--- src/rtl/ps2_key_scheduler.sv ---
`default_nettype none
// +--------------------------------------------------------------------------+
// | ps2_key_scheduler                                                        |
// | Expands key events into paced PS/2 Set-2 bytes with typematic repeat.    |
// | Revision: 1.0                                                            |
// +--------------------------------------------------------------------------+
module ps2_key_scheduler #(
  parameter int BYTE_GAP      = 128,
  parameter int REPEAT_DELAY  = 500000,
  parameter int REPEAT_PERIOD = 100000,
  parameter int CNT_W         = 20
) (
  input  logic       clk,
  input  logic       reset,
  input  logic       ev_valid,
  output logic       ev_ready,
  input  logic [7:0] ev_code,
  input  logic       ev_ext,
  input  logic       ev_release,
  input  logic       repeat_en,
  output logic       key_action,
  output logic [7:0] scan_code,
  output logic       busy
);

  typedef enum logic [2:0] {
    IDLE      = 3'd0,
    SEND_E0   = 3'd1,
    SEND_F0   = 3'd2,
    SEND_CODE = 3'd3,
    GAP       = 3'd4
  } state_t;

  localparam logic [CNT_W-1:0] GAP_MID = CNT_W'(BYTE_GAP - 2);
  localparam logic [CNT_W-1:0] GAP_END = CNT_W'(BYTE_GAP - 3);
  localparam logic [CNT_W-1:0] REP_DLY = CNT_W'(REPEAT_DELAY);
  localparam logic [CNT_W-1:0] REP_PER = CNT_W'(REPEAT_PERIOD);

  state_t           state, state_nxt;
  state_t           gap_next, gap_next_nxt;
  logic [CNT_W-1:0] gap_cnt;
  logic [CNT_W-1:0] rep_cnt;
  logic [CNT_W-1:0] gap_limit;
  logic [CNT_W-1:0] rep_thresh;
  logic [7:0]       seq_code;
  logic             seq_rel;
  logic             held_valid;
  logic [7:0]       held_code;
  logic             held_ext;
  logic             after_rep;
  logic             accept;
  logic             rep_go;
  logic             launch;
  logic [7:0]       launch_code;
  logic             launch_ext;
  logic             launch_rel;
  logic             code_make_start;
  logic [7:0]       byte_nxt;
  logic             load_byte;

  function automatic state_t first_state(input logic ext, input logic rel);
    if (ext)      return SEND_E0;
    else if (rel) return SEND_F0;
    else          return SEND_CODE;
  endfunction

  assign ev_ready   = (state == IDLE) & ~reset;
  assign busy       = (state != IDLE);
  assign key_action = (state == SEND_E0) | (state == SEND_F0) | (state == SEND_CODE);

  // A host event always wins; a due repeat only launches on an idle cycle with no offer.
  assign accept      = ev_valid & ev_ready;
  assign rep_thresh  = after_rep ? REP_PER : REP_DLY;
  assign rep_go      = (state == IDLE) & ~ev_valid & held_valid & repeat_en &
                       (rep_cnt >= rep_thresh);
  assign launch      = accept | rep_go;
  assign launch_code = accept ? ev_code    : held_code;
  assign launch_ext  = accept ? ev_ext     : held_ext;
  assign launch_rel  = accept ? ev_release : 1'b0;
  assign gap_limit   = (gap_next == IDLE) ? GAP_END : GAP_MID;

  always_comb begin
    state_nxt    = state;
    gap_next_nxt = gap_next;
    case (state)
      IDLE: begin
        if (launch) state_nxt = first_state(launch_ext, launch_rel);
      end
      SEND_E0: begin
        state_nxt    = GAP;
        gap_next_nxt = seq_rel ? SEND_F0 : SEND_CODE;
      end
      SEND_F0: begin
        state_nxt    = GAP;
        gap_next_nxt = SEND_CODE;
      end
      SEND_CODE: begin
        // With the minimum gap the trailing wait is zero cycles long.
        state_nxt    = (BYTE_GAP > 2) ? GAP : IDLE;
        gap_next_nxt = IDLE;
      end
      GAP: begin
        if (gap_cnt == gap_limit) state_nxt = gap_next;
      end
      default: state_nxt = IDLE;
    endcase
  end

  always_comb begin
    load_byte = 1'b1;
    byte_nxt  = scan_code;
    case (state_nxt)
      SEND_E0:   byte_nxt = 8'hE0;
      SEND_F0:   byte_nxt = 8'hF0;
      SEND_CODE: byte_nxt = (state == IDLE) ? launch_code : seq_code;
      default:   load_byte = 1'b0;
    endcase
  end

  assign code_make_start = (state_nxt == SEND_CODE) &
                           ~((state == IDLE) ? launch_rel : seq_rel);

  always_ff @(posedge clk or posedge reset) begin
    if (reset) begin
      state     <= IDLE;
      gap_next  <= IDLE;
      gap_cnt   <= '0;
      scan_code <= 8'h00;
      seq_code  <= 8'h00;
      seq_rel   <= 1'b0;
    end else begin
      state    <= state_nxt;
      gap_next <= gap_next_nxt;
      gap_cnt  <= (state == GAP) ? gap_cnt + 1'b1 : '0;
      if (load_byte) scan_code <= byte_nxt;
      if (state == IDLE && launch) begin
        seq_code <= launch_code;
        seq_rel  <= launch_rel;
      end
    end
  end

  // Held key tracking and the typematic timer.
  always_ff @(posedge clk or posedge reset) begin
    if (reset) begin
      held_valid <= 1'b0;
      held_code  <= 8'h00;
      held_ext   <= 1'b0;
      rep_cnt    <= '0;
      after_rep  <= 1'b0;
    end else begin
      if (accept) begin
        if (!ev_release) begin
          held_valid <= 1'b1;
          held_code  <= ev_code;
          held_ext   <= ev_ext;
        end else if (held_valid && held_code == ev_code && held_ext == ev_ext) begin
          held_valid <= 1'b0;
        end
      end

      if (accept)      after_rep <= 1'b0;
      else if (rep_go) after_rep <= 1'b1;

      if (!held_valid || !repeat_en)        rep_cnt <= '0;
      else if (accept || code_make_start)   rep_cnt <= '0;
      else if (rep_cnt != {CNT_W{1'b1}})    rep_cnt <= rep_cnt + 1'b1;
    end
  end

endmodule
`default_nettype wire
--- config.mk ---
export PLATFORM = sky130hd
export DESIGN_NAME = ps2_key_scheduler
export DESIGN_NICKNAME = d
export VERILOG_FILES = /design/src/rtl/ps2_key_scheduler.sv
export SDC_FILE = /design/constraint.sdc
export NUM_CORES = 1
export LEC_CHECK = 0
export CORE_MARGIN = 10
export CORE_UTILIZATION = 53
export CTS_CLUSTER_DIAMETER = 150
export DETAILED_ROUTE_END_ITERATION = 12
export GPL_TIMING_DRIVEN = 0
export PLACE_DENSITY = 0.73
export SKIP_LAST_GASP = 1
export SLEW_MARGIN = 15
export SYNTH_ARGS = -nofsm -noshare
export SYNTH_HDL_FRONTEND = slang
export SYNTH_SLANG_ARGS = --single-unit
--- constraint.sdc ---
create_clock -name clk -period 2.4 [get_ports clk]
set_input_delay 0.72 -clock clk [delete_from_list [all_inputs] [get_ports clk]]
set_output_delay 0.72 -clock clk [all_outputs]
set_load 0.01 [all_outputs]
==> results.md <==
* Post-route minimum period at 2.578 ns
* Failing checks: setup timing
* Cell chain of the critical path: buf_6 -> ha_4 -> a211oi_4 -> o2111ai_2 -> o211a_4 -> a211oi_4 -> inv_2 -> a311o_1 -> buf_6 -> nor2_2
* Post-Syn Area at 3824 um^2
* Seq pwr share at 42.3%
* Via density per instance at 5.414
* Area growth syn-to-layout at 25.56%
* Post-layout instance count excluding filler cells at 536
* GRT Total Usage at 15.24%
* Critical path startpoint: after_rep
* I/O Pins at 25
* Hold Crit Depth at 1
* Syn avg cell area at 9.957 um^2
* Final setup vio count at 27
* Post-Route WL at 8.164 mm
* Crit Reg-Reg Endpoint: rep_cnt[3]
* Most common flop cell mapped by yosys: dfrtp_1
* Via count at 2,902
* Maximum clock path buffer count at 2
* Rows at 30
* Sw frac at 32.92%
* Type of origin of the critical path: flop
* Post-synth EDFFs at 0
* IO Port Bufs at 24
* Crit-path slowest cell: dfrtp_2
* Fillers at 520
* Clock tree sinks at 73
* Placed cell count at 506
* Critical path type: reg2reg
* CTS tree: built
* Wire per inst at 15.23 um
* Grt ovf at 0
* Cell family with most CP delay: compound AO/OA/AOI/OAI gates
* Clock Latency Late Sink at 0.35 ns
* Worst path max stage delay at 0.49 ns
* Share of layout cells above drive strength 1 at 23.18%
* Remaining antenna violation count at 0
* Initial antenna violation count at 0
* Root Buffer: clkbuf_8
* #FFs+latches synth at 73
* Fin nets at 459
* Pre-Repair DR Iteration Count at 4
* Ant diodes at 0
* Final setup margin at -0.1778 ns
* Number of DRC markers in iteration 0 at 94
* Vias in the first global route at 2,867
* Final period util at 107.4%
* Leakage at 2.091 nW
* PwrDens at 807.4 nW/um^2
* Worst Path Max Fanout at 10
* Hold Path Class: reg2reg
* # hold bufs at CTS at 0
* Sequential share of the synthesized area at 47.77%
* Max VDD drop at 0.5493 mV
* Highest clock rate at 387.9 MHz
* Part of the power in combinational logic at 30.4%
* Worst EP arrival at 2.86 ns
* First-pass GRT wire length at 14.05 mm
* Worst slew pin tran at 0.4783 ns
* GPL Wtd Cong at 0.8141
* Syn Inst Count at 384
* Die height at 104.9 um
* Core area at 6907 um^2
* RSZ-0062 raised after global routing: true
* Warnings, synthesis at 0
* Min-delay src: held_valid
* Post-synth cell types at 48
* Internal at 2.600 mW
* Max-cap violations at 0
* Largest net degree at the start of global routing at 36
* Hold Fails Final Rpt at 0
* Status: complete, but fails checks
* Clk pwr share at 27.3%
* Total chip power at 3.876 mW
* Switching pwr at 1.276 mW
* Clock Skew at 0.01317 ns
* Worst-case hold path end point: held_valid
* CP bufs+invs at 3
* Drt drc at 0
* R2R Setup Slk at -0.18 ns
* Reg-to-Reg Start: after_rep
* Slew HR at 68.11%
* Die width at 104.9 um
* Die ar. at 11,010 um^2
* Clock transition at path regs at 0.08 ns
* Critical Path Sink Type: flop
* Initial core utilization at 55.36%
* Final HPWL from detailed placement at 5.571 mm
* Worst r2r path cells at 10
* Max Slew Vio Count at 0
* Num CTS Buffers at 9
* Mapped Nets at 408
* WP data required at 2.68 ns
* Async set-reset flop share out of synthesis at 100.0%
* H-tree depth at 3
* WP depth at 10
## placed cells by master (no fill, tap or decap), types with 10 or more instances in the layout
master / netlist / final
xnor2_1: 25 / 25
mux2i_1: 10 / 10
buf_4: 0 / 12
nand2_1: 40 / 40
nor2_2: 19 / 17
nand4_1: 11 / 11
xor2_1: 17 / 17
nor2_1: 48 / 44
clkdlybuf4s50_1: 0 / 21
dfrtp_1: 73 / 72
nand3_1: 13 / 12
inv_1: 19 / 17
## final cells by class
class / count / area, um^2 / area share (%)
sequential: 73 / 1828 / 38.08
inverter: 22 / 88.84 / 1.850
tap: 96 / 120.1 / 2.502
clock buffer: 9 / 123.9 / 2.580
clock inverter: 7 / 95.09 / 1.981
multi-input combinational: 280 / 2078 / 43.29
timing repair buffer: 40 / 405.4 / 8.444
buffer: 9 / 61.31 / 1.277
## synthesized netlist by cell type (all sizes together) (11+ instances only)
cell type,instances,share of area [%]
nand3,13,1.7
nand2,40,3.9
dfrtp,73,48
nand4,11,1.8
xor2,17,3.9
nor2,67,7.8
xnor2,25,5.7
inv,22,2.2
mux2,15,4.4
## metal layers
layer | global-route usage [%] | up-vias | share of wire, %
met5 | 0 | - | 0
met2 | 23.31 | 51 | 47
met4 | 6.373 | 0 | 2.0
met3 | 3.378 | 12 | 4.0
li1 | - | 1415 | -
met1 | 20.35 | 1424 | 47
## flip-flops by register name, indices dropped and copies added, names as in the netlist
name,flops
rep_cnt,20
held_valid,1
held_code,8
gap_cnt,20
gap_next,2
state,3
scan_code,8
seq_code,8
after_rep,1
seq_rel,1
held_ext,1
## worst max-delay path by stage
stage	slack, ns	endpoint
after floorplan	-0.72	rep_cnt[9]
after global placement	-2.02	scan_code[5]
after detailed placement	-0.87	scan_code[5]
after CTS	-0.08	rep_cnt[14]
after global routing	-0.30	rep_cnt[5]
final	-0.18	rep_cnt[3]
## kinds of logic (layout without fill, tap and decap cells)
logic type / after synthesis / in the layout / synth area share (%)
xor gates and xnor gates: 42 / 42 / 9.620
buffers and inverters: 31 / 87 / 3.534
AOI/OAI and AO/OA: 35 / 35 / 7.068
adders and majority gates: 10 / 10 / 3.272
and+or+nand+nor: 168 / 168 / 21.70
muxes: 25 / 25 / 7.035
DFF: 73 / 73 / 47.77
## power groups by stage
stage	registers, mW	logic, mW	clock network, mW
detailed placement	1.66	1.08	0
global placement	1.64	1.05	0
finish	1.64	1.18	1.06
floorplan	1.62	0.792	0
CTS	1.63	1.13	1.08
global route	1.68	1.30	1.14
## what timing repair did
action / in CTS / in global routing
setup endpoints to repair: 45 / 31
pin swaps: 7 / 5
setup buffers: 10 / 4
gates resized for setup: 21 / 16
gates cloned: 1 / 0
## metrics by stage
step / cell area (um^2) / util (%) / hold slack (ns) / setup TNS, ns / worst slack [ns]
3_3_place_gp: 4252 / 61.56 / 0.4662 / -94.92 / -2.019
5_1_grt: 4801 / 69.51 / 0.5043 / -7.492 / -0.3005
3_5_place_dp: 4292 / 62.14 / 0.4741 / -30.77 / -0.8684
2_1_floorplan: 3891 / - / 0.4492 / -27.01 / -0.7234
4_1_cts: 4679 / 67.75 / 0.4932 / -1.480 / -0.08334
6_report: 4801 / 69.51 / 0.4913 / -4.293 / -0.1778
## worst reg2reg max path: cells and delay by family, from the launching register on
| family | cells | cell delay [ns] |
|---|---|---|
| buffers and inverters | 3 | 0.39 |
| adders and majority gates | 1 | 0.15 |
| DFF | 1 | 0.49 |
| AOI/OAI and AO/OA | 5 | 1.37 |
| and+or+nand+nor | 1 | 0.11 |
(Power assumes the default switching activity.)
